$ cat config.mk
export PLATFORM = sky130hd
export DESIGN_NAME = button_conditioner
export DESIGN_NICKNAME = d
export VERILOG_FILES = /design/src/rtl/button_conditioner.sv
export SDC_FILE = /design/constraint.sdc
export NUM_CORES = 1
export LEC_CHECK = 0
export ABC_AREA = 1
export CAP_MARGIN = 20
export CORE_MARGIN = 2
export CORE_UTILIZATION = 47
export CTS_BUF_LIST = sky130_fd_sc_hd__clkbuf_8
export CTS_CLUSTER_SIZE = 10
export DETAILED_ROUTE_END_ITERATION = 16
export SYNTH_ARGS = -nofsm -noshare
export SYNTH_HDL_FRONTEND = slang
export SYNTH_HIERARCHICAL = 1
export SYNTH_SLANG_ARGS = --single-unit
$ cat constraint.sdc
create_clock -name clk -period 2.9 [get_ports clk]
set_clock_uncertainty 0.05 [all_clocks]
set_input_delay 0.87 -clock clk [delete_from_list [all_inputs] [get_ports clk]]
set_output_delay 0.87 -clock clk [all_outputs]
set_load 0.02 [all_outputs]
$ cat src/rtl/button_conditioner.sv
// Per-button 2-FF synchroniser, debounce FSM and press/release strobe generator.
// Optional auto-repeat of btn_press while held is built when BTN_REPEAT_EN is defined.

module button_channel #(
    parameter int DB_CYCLES     = 1_000_000,
    parameter int REPEAT_DELAY  = 50_000_000,
    parameter int REPEAT_PERIOD = 10_000_000
) (
    input  logic clk,
    input  logic reset,
    input  logic raw,
    output logic level,
    output logic press,
    output logic rls
);
    localparam int CW = $clog2(DB_CYCLES + 1);

    typedef enum logic [1:0] {IDLE, DB_PRESS, HELD, DB_RELEASE} state_t;

    state_t        state, state_nxt;
    logic [CW-1:0] cnt, cnt_nxt;
    logic          s1, s2;
    logic          level_nxt, press_nxt, rls_nxt;
    logic          held_entry;
    logic          rpt_fire;

    // Unsupported configuration; nothing is elaborated for it.
    if (DB_CYCLES < 1 || REPEAT_DELAY < 1 || REPEAT_PERIOD < 1) begin : g_bad_cfg
    end

    always_comb begin
        state_nxt  = state;
        cnt_nxt    = cnt;
        level_nxt  = level;
        press_nxt  = 1'b0;
        rls_nxt    = 1'b0;
        held_entry = 1'b0;
        case (state)
            IDLE: begin
                if (s2) begin
                    state_nxt = DB_PRESS;
                    cnt_nxt   = CW'(1);
                end
            end
            DB_PRESS: begin
                if (!s2) begin
                    state_nxt = IDLE;
                end else if (cnt == CW'(DB_CYCLES)) begin
                    state_nxt  = HELD;
                    press_nxt  = 1'b1;
                    level_nxt  = 1'b1;
                    held_entry = 1'b1;
                end else if (cnt != '1) begin
                    cnt_nxt = cnt + 1'b1;
                end
            end
            HELD: begin
                if (!s2) begin
                    state_nxt = DB_RELEASE;
                    cnt_nxt   = CW'(1);
                end
            end
            DB_RELEASE: begin
                if (s2) begin
                    state_nxt = HELD;
                end else if (cnt == CW'(DB_CYCLES)) begin
                    state_nxt = IDLE;
                    rls_nxt   = 1'b1;
                    level_nxt = 1'b0;
                end else if (cnt != '1) begin
                    cnt_nxt = cnt + 1'b1;
                end
            end
            default: state_nxt = IDLE;
        endcase
    end

    always_ff @(posedge clk or negedge reset) begin
        if (!reset) begin
            s1    <= 1'b0;
            s2    <= 1'b0;
            state <= IDLE;
            cnt   <= '0;
            level <= 1'b0;
            press <= 1'b0;
            rls   <= 1'b0;
        end else begin
            s1    <= raw;
            s2    <= s1;
            state <= state_nxt;
            cnt   <= cnt_nxt;
            level <= level_nxt;
            press <= press_nxt | rpt_fire;
            rls   <= rls_nxt;
        end
    end

`ifdef BTN_REPEAT_EN
    localparam int RMAX = (REPEAT_DELAY > REPEAT_PERIOD) ? REPEAT_DELAY : REPEAT_PERIOD;
    localparam int RW   = $clog2(RMAX + 1);

    logic [RW-1:0] rpt, rpt_nxt;
    logic          armed, armed_nxt;

    // armed selects the inter-repeat period once the initial delay has elapsed
    always_comb begin
        rpt_nxt   = rpt;
        armed_nxt = armed;
        rpt_fire  = 1'b0;
        if (held_entry) begin
            rpt_nxt   = '0;
            armed_nxt = 1'b0;
        end else if (state == HELD && s2) begin
            if (rpt == (armed ? RW'(REPEAT_PERIOD - 1) : RW'(REPEAT_DELAY - 1))) begin
                rpt_fire  = 1'b1;
                rpt_nxt   = '0;
                armed_nxt = 1'b1;
            end else begin
                rpt_nxt = rpt + 1'b1;
            end
        end else if (state_nxt == IDLE) begin
            rpt_nxt   = '0;
            armed_nxt = 1'b0;
        end
    end

    always_ff @(posedge clk or negedge reset) begin
        if (!reset) begin
            rpt   <= '0;
            armed <= 1'b0;
        end else begin
            rpt   <= rpt_nxt;
            armed <= armed_nxt;
        end
    end
`else
    logic unused_held_entry;
    assign unused_held_entry = held_entry;
    assign rpt_fire          = 1'b0;
`endif

endmodule

module button_conditioner #(
    parameter int NUM_BTN       = 4,
    parameter int DB_CYCLES     = 1_000_000,
    parameter int REPEAT_DELAY  = 50_000_000,
    parameter int REPEAT_PERIOD = 10_000_000
) (
    input  logic               clk,
    input  logic               reset,
    input  logic [NUM_BTN-1:0] btn_raw,
    output logic [NUM_BTN-1:0] btn_level,
    output logic [NUM_BTN-1:0] btn_press,
    output logic [NUM_BTN-1:0] btn_release
);
    for (genvar i = 0; i < NUM_BTN; i++) begin : g_ch
        button_channel #(
            .DB_CYCLES    (DB_CYCLES),
            .REPEAT_DELAY (REPEAT_DELAY),
            .REPEAT_PERIOD(REPEAT_PERIOD)
        ) u_ch (
            .clk  (clk),
            .reset(reset),
            .raw  (btn_raw[i]),
            .level(btn_level[i]),
            .press(btn_press[i]),
            .rls  (btn_release[i])
        );
    end

endmodule

Yosys cells after proc, flatten, opt, wreduce, memory -nomap -nowiden
Index checks and enable logic that the tools add are counted.
{ "totals": {"register_bits": 108, "input_bits": 6, "output_inout_bits": 12, "wordCells": 200} }
{ "classes": {"n_addsub": 4, "n_eq_ne": 52, "n_mux": 96, "n_reduce_logical": 20} }
{ "ops": {"columns": ["operator", "count"], "rows": [
  ["$mux 20", 24],
  ["$pmux 20 s4", 4],
  ["$add 20x1->20 const B", 4],
  ["$eq 20x20->1 const B", 4],
  ["$ne 20x20->1 const B", 4],
  ["$mux 2", 24],
  ["$mux 1", 36],
  ["$ne 2x1->1 const B", 16],
  ["$pmux 2 s4", 4],
  ["$reduce_and 4->1", 8],
  ["$reduce_and 5->1", 4],
  ["$eq 2x2->1 const B", 8],
  ["$ne 2x2->1 const B", 8],
  ["$ne 3x1->1 const B", 4],
  ["$ne 3x3->1 const B", 4],
  ["$eq 2x1->1 const B", 4],
  ["$logic_not 2->1", 4],
  ["$pmux 1 s2", 4],
  ["$reduce_bool 2->1", 4]
]} }

Longest topological paths before layout
Gate-level depths: netlist (run 1).
{ "depth": {"word_depth": 5, "mapped_depth": 10, "ltp_nobuf": 9} }

Cells and area by module
Netlist (run 1), hierarchy kept.
{ "modules_own_cells": {"columns": ["mod", "instances", "cells_each", "area_each_um2", "seq_area_each_um2"], "rows": [
  ["button_channel at g_ch[0].u_ch ...", 3, 241, 1687.9, 675.6],
  ["button_channel at g_ch[3].u_ch", 1, 242, 1754.2, 675.6]
]} }

Worst setup path after synthesis (run 1)
No wires, ideal clock.
{ "synth_path": {"path_type": "register to register", "start": "register g_ch[0].u_ch.cnt[0]", "end": "register g_ch[0].u_ch.cnt[5]", "setup_ns": 0.117, "arrival_ns": 1.467, "setup_slack_ns": 1.265, "path_stages_with_launch": 10, "n_path_buf": 1, "cell_sequence": "dfrtp_1 -> ha_1 -> nand3_1 -> inv_1 -> nand3_1 -> nor3_1 -> nor2_2 -> buf_6 -> nand2_1 -> o21ai_2"} }
{ "synth_between": {"elab_chain_len": 5} }
{ "synth_lines": {"columns": ["item", "line", "source"], "rows": [
  ["start: declaration", "21", "logic [CW-1:0] cnt, cnt_nxt;"],
  ["start signal: assignment", "91", "cnt <= cnt_nxt;"],
  ["$add 20x1->20 / $ne 20x20->1 (equally long branches)", null, null],
  ["$mux 20", "53, 70", null],
  ["$mux 20 (*)", "66", "end else if (cnt == CW'(DB_CYCLES)) begin"],
  ["$mux 20 (on tied branches)", "64, 46", null],
  ["$pmux 20 s4 (*)", "38", "case (state)"]
]} }
Mark *: on every way between the ends. The rest lies on a longest branch, timed or not. The select of a mux whose other input is x is not followed.
A chain may end at the register's enable or synchronous reset.

Worst setup path after layout (run 1)
{ "layout_path": {"start": "register g_ch[2].u_ch.level", "end": "output port btn_level[2]"} }
{ "layout_rtl": {"columns": ["item", "line", "source"], "rows": [
  ["start: declaration", "12", "output logic level,"],
  ["start signal: assignment", "92", "level <= level_nxt;"],
  ["end: declaration", "153", "output logic [NUM_BTN-1:0] btn_level,"]
]} }
No word-level cell between the ends.

==> impl_metrics.csv, run 1 <==
group,metric,value,unit
synthesis,synth.top_cell.area_share,39.6,%
clock_network,h-tree-depth,3,
drt,first_pass_iters,5,
worst_setup_path,path_buf_inv,1,
finish,final_cell_area,0.00734,mm²
clock_network,clk_pin_slew,0.11,ns
drt,routed_via_density,4.94,
drt,drt_iter0_drc,381,
floorplanning,core,0.0144,mm²
drt,wl,14.8,mm
timing,rsz0062_at_grt,"no",
worst_setup_path,criticalPathCategory,"flip-flop to primary output",
min_path,hold_class,"flip-flop to flip-flop",
clock_network,cts_hold_buffers,0,
timing,fmax,443,MHz
finish,drive_above_1_share,9.00,%
clock_network,cts_tree,"yes",
drt,vias,5795,
worst_setup_path,critical-path-top-delay-family,"buffers and inverters",
synthesis,ys.flop_type,"dfrtp_1",
placed_design,dp.final_hpwl,10.8,mm
grt,grt_first_pass_wirelength,25.6,mm
synthesis,syn-num-nets,979,
drt,remaining_drc_errors,0,
clock_network,post_cts_resized,0,
synthesis,ys_types,28,
timing,setup_ws,0.641,ns
floorplanning,dieWidth,124,µm
worst_setup_path,worst_ep_arrival_time,1.34,ns
placed_design,pre_cts_slack,0.812,ns
grt,grt_use_total,20.0,%
power_and_ir_drop,ir_drop,263,µV
worst_setup_path,cp-end-kind,"primary output",
synthesis,seq_area_frac_synth,39.6,%
timing,holdWs,0.302,ns
floorplanning,fp.dieH,124,µm
clock_network,max-clock-path-buffers,2,
synthesis,syn_area,0.00682,mm²
finish,antenna_cells,0,
placed_design,placed_cell_area,0.00712,mm²
drt,ant_nets,0,
worst_setup_path,crit_required,1.98,ns
clock_network,cts_setup_buffers,0,
clock_network,insertion_delay,0.39,ns
clock_network,ctsRootBufferMaster,"clkbuf_8",
finish,synthToLayoutAreaGrowth,7.67,%
clock_network,cts_sinks,108,
placed_design,io_buffers,17,
synthesis,yosysTopAreaCell,"dfrtp_1",
timing,finalSetupTns,0,ns
placed_design,place.gp.congestion,0.859,
synthesis,synth_cells,965,
grt,first_global_vias,5340,
drt,wl_per_cell,12.6,µm
worst_setup_path,path_max_fanout,2,
grt,overflow,0,
outcome,status,"complete, no violations",
power_and_ir_drop,power.leakage,3.11,nW
synthesis,synth_edf_count,0,
timing,slew_viol_final,0,
floorplanning,num_io_pins,18,
timing,worst_pin_slew,0.727,ns
floorplanning,dieArea,0.0155,mm²
worst_setup_path,startpoint_type,"flip-flop",
timing,fin_crit_sh,77.9,%
worst_setup_path,crit_path_max_incr_delay,0.60,ns
grt,grt_max_degree,44,
timing,period_needed,2.26,ns
clock_network,cts_made_buffers,9,
power_and_ir_drop,powerDensity,388,mW/mm²
synthesis,async_flop_share,100,%
synthesis,synth_area_leaders,"dfrtp_1 (40%), nand2_1 (17%), nand3_1 (8.4%)",
synthesis,avgSynthCellArea,7.07,µm²
run,cap_violations,0,
worst_setup_path,regToRegSetupSlack,0.81,ns
worst_setup_path,slowest_stage,"clkdlybuf4s50_1",
synthesis,ys_ff_latch,108,
finish,nets,998,
timing,final-hold-violation-count,0,
floorplanning,row_count,44,
worst_setup_path,crit_chain,"clkdlybuf4s50_1",
grt,antenna_found_initial,0,
timing,relSlewSlack,51.5,%
timing,finalSetupViolations,0,
floorplanning,initial_utilization,47.4,%
synthesis,synth_warnings,6,
synthesized netlist by cell type (all sizes together) (8+ instances only):
library cell	number
ha	8
xor2	17
nor3	12
nand2	318
inv	100
and2	12
dfrtp	108
or2	8
buf	12
o21ai	80
nor2	152
nand3	123
layout make-up:
cell class | instances | area [µm²]
clock inverters | 6 | 80.1
clock buffers | 10 | 138
multi-input cells | 741 | 3570
well taps | 184 | 230
inverters | 100 | 375
flip-flops and latches | 108 | 2700
repair buffers | 24 | 245
fillers | 1431 | 7030
worst paths after layout:
| kind | cells after the start | from | endpoint |
|---|---|---|---|
| worst min register to register | 0 | g_ch[3].u_ch/s1 | g_ch[3].u_ch/s2 |
| max in group asynchronous | 2 | reset | asynchronous set/reset pin |
| worst min-delay path | 0 | g_ch[3].u_ch/s1 | g_ch[3].u_ch/s2 |
| worst max register to register | 9 | g_ch[3].u_ch/cnt[0] | g_ch[3].u_ch/cnt[0] |
| worst max-delay path | 1 | g_ch[2].u_ch/level | btn_level[2] |
| min in group asynchronous | 1 | reset | g_ch[3].u_ch/cnt[11] |
flip-flops by register name, indices dropped and copies added (netlist names), named ones only:
name,cells
g_ch.u_ch/cnt,80
g_ch.u_ch/level,4
g_ch.u_ch/s2,4
g_ch.u_ch/rls,4
g_ch.u_ch/state,4
g_ch.u_ch/press,4
g_ch.u_ch/s1,4
power by group:
group	switching (W)	leakage, nW	internal (W)	total [W]
Combinational	0.000154	1.53	0.0000704	0.000224
Sequential	0.0000454	1.47	0.00154	0.00158
Clock	0.000539	0.115	0.000504	0.00104
layout by cell type, fill, tap and decap left out, types with 3 or more instances in the layout:
| master | synthesis | final |
|---|---|---|
| nand2_2 | 3 | 3 |
| xnor2_1 | 3 | 3 |
| nor3_1 | 11 | 11 |
| o21bai_1 | 7 | 7 |
| nand2_1 | 315 | 315 |
| inv_2 | 5 | 5 |
| o21ai_2 | 31 | 31 |
| inv_1 | 95 | 97 |
| ha_1 | 8 | 8 |
| buf_4 | 0 | 6 |
| and2_1 | 12 | 12 |
| o21ai_1 | 6 | 6 |
| nor2_2 | 9 | 9 |
| clkdlybuf4s50_1 | 0 | 16 |
| nand3_4 | 5 | 5 |
| or2_2 | 4 | 4 |
| o21ai_0 | 43 | 43 |
| nor2_4 | 5 | 5 |
| dfrtp_1 | 108 | 108 |
| nand3_1 | 114 | 114 |
| or2_1 | 4 | 4 |
| nand3_2 | 4 | 4 |
| clkbuf_8 | 0 | 10 |
| xor2_1 | 17 | 17 |
| nor2_1 | 138 | 138 |
routing by layer:
layer | track usage [%] | up-vias | routed length, µm
li1 | - | 3073 | -
met3 | 4.25 | 13 | 441
met1 | 27.1 | 2642 | 7200
met2 | 33.0 | 67 | 6970
met5 | 0 | - | 0
met4 | 4.49 | 0 | 165
cell families after synthesis:
kind of cell | after synthesis | share of synthesized area (%)
and+or+nand+nor | 625 | 39.9
buffers and inverters | 116 | 8.00
DFF | 108 | 39.6
AOI/OAI and AO/OA | 88 | 8.42
xor gates and xnor gates | 20 | 2.57
adders and majority gates | 8 | 1.47
through the flow:
stage | utilization (%) | total power, W | instances
global route | 51.1 | 0.00299 | 1173
finish | 51.1 | 0.00285 | 1173
detailed placement | 49.6 | 0.00184 | 1157
CTS | 51.1 | 0.00290 | 1173
floorplan | - | 0.00176 | 965
global placement | 49.6 | 0.00184 | 1157
Note: power is estimated with default switching activity, not from simulation.
==> run 2: changes to the inputs <==
clock period = 2.11 ns   (was 2.9 ns; I/O delays follow)
==> impl_metrics.csv, run 2 (same netlist as run 1, synthesis figures left out) <==
group,metric,value,unit
finish,nFillCells,1448,
drt,drt_iter0_drc,307,
power_and_ir_drop,ir_drop,313,µV
clock_network,cts_made_buffers,9,
clock_network,cts_sinks,108,
timing,fmax,481,MHz
finish,drive_above_1_share,9.46,%
worst_setup_path,path_max_fanout,1,
drt,vias,5790,
finish,top_register,"g_ch.u_ch/cnt",
worst_setup_path,worst_ep_arrival_time,1.40,ns
clock_network,cts_setup_buffers,0,
worst_setup_path,cp-end-kind,"primary output",
timing,slew_viol_final,0,
worst_setup_path,slowest_stage,"clkdlybuf4s50_1",
drt,routed_via_density,4.92,
outcome,status,"complete, no violations",
finish,fin_cells,1178,
worst_setup_path,crit_required,1.43,ns
clock_network,insertion_delay,0.39,ns
worst_setup_path,startpoint_type,"flip-flop",
grt,antenna_found_initial,0,
timing,period_needed,2.08,ns
placed_design,dp.final_hpwl,10.8,mm
floorplanning,fp.dieH,124,µm
worst_setup_path,reg2reg_depth,8,
finish,largest_reg_flops,80,
finish,nets,1003,
timing,finalSetupViolations,0,
worst_setup_path,crit_chain,"clkdlybuf4s50_1",
worst_setup_path,crit_path_max_incr_delay,0.66,ns
clock_network,cts_hold_buffers,0,
placed_design,dp.cells,1162,
finish,final_cell_mix,"nand2_1 (315), nor2_1 (138), nand3_1 (114)",
run,cap_violations,0,
clock_network,cts_tree,"yes",
placed_design,place.gp.congestion,0.873,
floorplanning,core,0.0144,mm²
floorplanning,num_io_pins,18,
drt,wl_per_cell,12.4,µm
grt,grt_use_total,19.8,%
power_and_ir_drop,power.leakage,3.19,nW
timing,fin_crit_sh,98.6,%
grt,overflow,0,
power_and_ir_drop,powerDensity,517,mW/mm²
min_path,hold_class,"input port to asynchronous set/reset pin",
grt,grt_first_pass_wirelength,25.5,mm
worst_setup_path,criticalPathCategory,"flip-flop to primary output",
timing,final-hold-violation-count,0,
clock_network,clk_pin_slew,0.11,ns
floorplanning,dieWidth,124,µm
placed_design,io_buffers,17,
drt,remaining_drc_errors,0,
worst_setup_path,critical-path-top-delay-family,"buffers and inverters",
floorplanning,dieArea,0.0155,mm²
clock_network,max-clock-path-buffers,2,
floorplanning,initial_utilization,47.4,%
clock_network,ctsRootBufferMaster,"clkbuf_8",
finish,antenna_cells,0,
grt,first_global_vias,5362,
timing,relSlewSlack,69.0,%
finish,synthToLayoutAreaGrowth,8.55,%
worst_setup_path,cp.depth,1,
floorplanning,row_count,44,
grt,grt_max_degree,35,
clock_network,h-tree-depth,3,
worst_setup_path,path_buf_inv,1,
finish,final_common_cell,"nand2_1",
drt,first_pass_iters,5,
drt,ant_nets,0,
power_and_ir_drop,p_total,0.00383,W
drt,wl,14.6,mm
timing,worst_pin_slew,0.465,ns
finish,finalCoreUtilization,51.5,%
==> run 2: final timing paths <==
path                       slack [ns]              endpoint           startpoint
setup / recovery                 0.03        btn_release[2]     g_ch[2].u_ch/rls
hold / removal                   0.13   g_ch[3].u_ch/cnt[6]                reset
setup reg to reg                 0.19  g_ch[1].u_ch/cnt[17]  g_ch[1].u_ch/cnt[0]
hold reg to reg                  0.31       g_ch[0].u_ch/s2      g_ch[0].u_ch/s1
max in group asynchronous        1.35       g_ch[1].u_ch/s2                reset
min in group clk                 0.31       g_ch[0].u_ch/s2      g_ch[0].u_ch/s1
==> run 2: per-layer routing <==
layer,vias to the layer above,GRT usage [%],share of wire [%]
li1,3084,-,-
met1,2638,26.7,50
met4,0,5.29,0.93
met2,58,32.6,47
met5,-,0,0
met3,10,4.12,2.5
==> run 2: metrics by stage <==
step                hold slack, ns  setup TNS, ns  instance area, µm²  setup slack (ns)
finish                       0.133              0                7400            0.0304
CTS                          0.126              0                7370            0.0137
global route                 0.143       -0.00284                7400          -0.00284
detailed placement           0.286              0                7170            0.0556
global placement             0.284              0                7170            0.0961
floorplan                    0.281              0                6820             0.475
==> run 2: repair_timing <==
action,4_1_cts,5_1_grt
hold endpoints to repair,0,0
gates resized for setup,0,7
setup endpoints to repair,0,36
==> run 2: layout make-up <==
cell class / count / area [µm²] / share of cell area (%)
Clock inverter: 6 / 62.6 / 0.845
Sequential cell: 108 / 2700 / 36.5
Timing Repair Buffer: 29 / 303 / 4.09
Clock buffer: 10 / 138 / 1.86
Multi-Input combinational cell: 741 / 3590 / 48.5
Tap cell: 184 / 230 / 3.11
Inverter: 100 / 375 / 5.07
==> run 2: power by group <==
group | leakage (nW) | internal [W] | switching [W] | total, W
Combinational | 1.62 | 0.000104 | 0.000215 | 0.000319
Sequential | 1.47 | 0.00211 | 0.0000622 | 0.00217
Clock | 0.106 | 0.000583 | 0.000751 | 0.00133
==> variant 1, RTL diff (settings of run 2) <==
`DB_CYCLES` is set to 1_000_000 in 2 places; all go to 500_000.
--- a/src/rtl/button_conditioner.sv
+++ b/src/rtl/button_conditioner.sv
@@ -2,7 +2,7 @@
 // Optional auto-repeat of btn_press while held is built when BTN_REPEAT_EN is defined.
 
 module button_channel #(
-    parameter int DB_CYCLES     = 1_000_000,
+    parameter int DB_CYCLES     = 500_000,
     parameter int REPEAT_DELAY  = 50_000_000,
     parameter int REPEAT_PERIOD = 10_000_000
 ) (
@@ -143,7 +143,7 @@
 
 module button_conditioner #(
     parameter int NUM_BTN       = 4,
-    parameter int DB_CYCLES     = 1_000_000,
+    parameter int DB_CYCLES     = 500_000,
     parameter int REPEAT_DELAY  = 50_000_000,
     parameter int REPEAT_PERIOD = 10_000_000
 ) (
Behaviour: same outputs for any inputs over 10 cycles, from zero or initial values and one cycle with reset low; that may be too few to reach the edited logic, so the function may still have changed.
==> variant 1 against run 2 <==
Area after synthesis decreased by 2.4%; synthesized cell count decreased by 6.8%; cell count decreased by 6.3%; global-route usage increased by 0.071 points; die area decreased by 2.3%; cell area decreased by 3.4%; first-iteration DRC count increased by 47%; sequential cell count decreased by 4; setup slack improved by 0.043 ns; power decreased by 4.6%; wire length decreased by 5.7%; non-clock buffer count decreased by 3; critical path type unchanged; largest cell class unchanged.
==> variant 1: results (changes against run 2) <==
stage,metric,value,unit,change
outcome,outcome,completed,,
detailed_routing,num_vias,5537,,-4.4%
global_route,track_usage,19.9,%,+0.071 points
setup_path,r2r-start,g_ch[2].u_ch/cnt[0],,
detailed_routing,routed-wl-met2,6320,um,-6.9%
setup_path,ff2ff_setup_slack,0.27,ns,+0.08 ns
yosys,synth_common_cells,"263 x nand2_1, 141 x nor2_1, 104 x dfrtp_1",,
placed_design,postPlaceCellArea,0.00696,mm2,-3.0%
yosys,synth.distinct_cells,33,,+18%
global_route,gr-usage-met3,4.80,%,+0.67 points
yosys,synthXorXnorAreaFrac,3.42,%,+0.85 points
pwr,peakVddDrop,0.583,mV,+87%
detailed_routing,vias_per_cell,5.02,,+2.0%
clocking,cts_resized,1,,+1
placed_design,place_ws,0.251,ns,+0.195 ns
global_route,use_met1,27.2,%,+0.47 points
setup_path,critPathMaxStageDelay,0.62,ns,-0.04 ns
timing,whs,0.114,ns,-0.0188 ns
detailed_routing,drt_iter0_markers,450,,+47%
yosys,synth_compound_area_share,8.24,%,-0.19 points
yosys,syn_inst,899,,-6.8%
placed_design,place_inst,1088,,-6.4%
setup_path,worstPathArrival,1.35,ns,-0.05 ns
detailed_routing,dr_wl_met3,510,um,+40%
global_route,grt_pass1_vias,5136,,-4.2%
setup_path,startpoint,g_ch[3].u_ch/press,,
timing,max-slew-margin-rel,72.0,%,+3.0 points
==> variant 1: cell types whose count changed after synthesis, moves of 5 or more <==
| cell | delta |
|---|---|
| a21oi_1 | +8 |
| and2_1 | -11 |
| buf_6 | -5 |
| inv_1 | -10 |
| nand2_1 | -52 |
| nand2_2 | +21 |
| nand3_1 | -35 |
| nand4_1 | +19 |
| nor2_2 | -5 |
| nor3_1 | -11 |
| o21ai_0 | -8 |
| o21ai_1 | +7 |
| o21ai_2 | -7 |
==> variant 1: where the power goes <==
part | switching, mW | total (mW) | leakage, nW | internal (mW)
sequential | 0.0567 | 2.09 | 1.41 | 2.04
clock | 0.792 | 1.25 | 0.0931 | 0.457
combinational | 0.208 | 0.310 | 1.52 | 0.102
==> variant 1: final cells by class <==
class	instances	area, um2	share of cell area, %
inverter	96	375	5.25
tap	180	225	3.15
clock buffer	9	124	1.73
clock inverter	7	62.6	0.875
timing repair buffer	26	264	3.69
sequential	104	2600	36.4
multi-input combinational	682	3490	48.9
==> variant 2, RTL diff (settings of run 2) <==
Made on the original files. The 4 states of `state_t` get a Gray code encoding in 2 bits.
--- a/src/rtl/button_conditioner.sv
+++ b/src/rtl/button_conditioner.sv
@@ -15,7 +15,7 @@
 );
     localparam int CW = $clog2(DB_CYCLES + 1);
 
-    typedef enum logic [1:0] {IDLE, DB_PRESS, HELD, DB_RELEASE} state_t;
+    typedef enum logic [1:0] {IDLE = 2'b00, DB_PRESS = 2'b01, HELD = 2'b11, DB_RELEASE = 2'b10} state_t;
 
     state_t        state, state_nxt;
     logic [CW-1:0] cnt, cnt_nxt;
Behaviour: same outputs for any inputs over 10 cycles, from zero or initial values and one cycle with reset low; not proved beyond that.
==> variant 2 against run 2 <==
First-iteration DRC count is 58% higher; register-to-register slack improved by 0.04 ns; sequential share of layout area shrank 4.1 points; synthesized cell count is 15% higher; cell area up 13%; setup slack gained 0.041 ns; area after synthesis up 14%; cell count rose by 14%; wire length rose by 12%; sequential cell count stayed put; via count increased by 14%.
Power is not compared: it rests on default switching activity, and its combinational part moved more than twofold at a synthesized area within 25%.
==> variant 2: results (changes against run 2) <==
stage,metric,value,unit,change
placed_design,hpwlAfterDp,11900,um,+11%
cells_and_area,inv_count,134,,+34%
cells_and_area,multi_input_cells,842,,+14%
timing,max-slew-margin-rel,58.9,%,-10 points
global_route,gr-usage-met3,3.33,%,-0.79 points
yosys,synth_compound_area_share,9.09,%,+0.67 points
detailed_routing,dr_wl_met3,338,um,-7.4%
yosys,synthXorXnorAreaFrac,2.47,%,-0.095 points
setup_path,critPathMaxStageDelay,0.60,ns,-0.06 ns
cells_and_area,fillCellCount,1623,,+12%
detailed_routing,routed-wl-met2,7400,um,+8.9%
cells_and_area,drive_above_1_share,13.6,%,+4.1 points
detailed_routing,detail_route.wl_per_cell,12.1,um,-2.3%
cells_and_area,buffers_excl_clock,27,,-6.9%
detailed_routing,num_vias,6578,,+14%
cells_and_area,postLayoutCoreUtil,50.9,%,-0.66 points
placed_design,place_inst,1331,,+15%
global_route,grt_pass1_vias,5970,,+11%
yosys,synth_common_cells,"362 x nand2_1, 140 x nor2_1, 122 x inv_1",,
yosys,synth_adder_area_share,4.02,%,+2.5 points
setup_path,worstPathArrival,1.36,ns,-0.04 ns
cells_and_area,buf_share,3.90,%,-0.19 points
yosys,avgSynthCellArea,7.03,um2,-0.50%
placed_design,postPlaceCellArea,0.00813,mm2,+13%
global_route,grt_use_met2,30.8,%,-1.8 points
placed_design,place_ws,0.230,ns,+0.174 ns
cells_and_area,seq_area_share,32.4,%,-4.1 points
setup_path,crit_fanout,2,,+1
global_route,track_usage,19.6,%,-0.23 points
cells_and_area,finalNetCount,1153,,+15%
global_route,grt_max_degree,109,,+210%
outcome,outcome,completed,,
cells_and_area,clkCellAreaFrac,2.52,%,-0.19 points
detailed_routing,drt_wl_total,16300,um,+12%
floorplan,rows,47,,+6.8%
yosys,yosysSeqAreaShare,34.7,%,-4.9 points
yosys,synth.distinct_cells,32,,+14%
detailed_routing,drt-met1-wl,8280,um,+14%
detailed_routing,drt_iter0_markers,485,,+58%
global_route,grt_pass1_wl,28400,um,+12%
pwr,power,6.81,mW,
variant 2: changes by cell type in the layout (fill, tap and decap cells not counted), sizes merged, moves of 11 or more:
| cell | before | now |
|---|---|---|
| o21ai | 80 | 91 |
| ha | 8 | 25 |
| and2 | 12 | 0 |
| nand3 | 123 | 97 |
| inv | 104 | 136 |
| nand2 | 318 | 406 |
| nand4 | 0 | 25 |
variant 2: worst paths after layout:
check / slack [ns] / startpoint / depth (start not counted) / end
max: 0.07 / g_ch[1].u_ch/level / 1 / btn_level[1]
min: 0.22 / reset / 2 / g_ch[3].u_ch/cnt[3]
max reg2reg: 0.23 / g_ch[1].u_ch/state[1] / 9 / g_ch[1].u_ch/cnt[1]
min reg2reg: 0.31 / g_ch[1].u_ch/s1 / 0 / g_ch[1].u_ch/s2
max in group asynchronous: 1.31 / reset / 2 / g_ch[3].u_ch/cnt[8]
min in group clk: 0.31 / g_ch[1].u_ch/s1 / 0 / g_ch[1].u_ch/s2
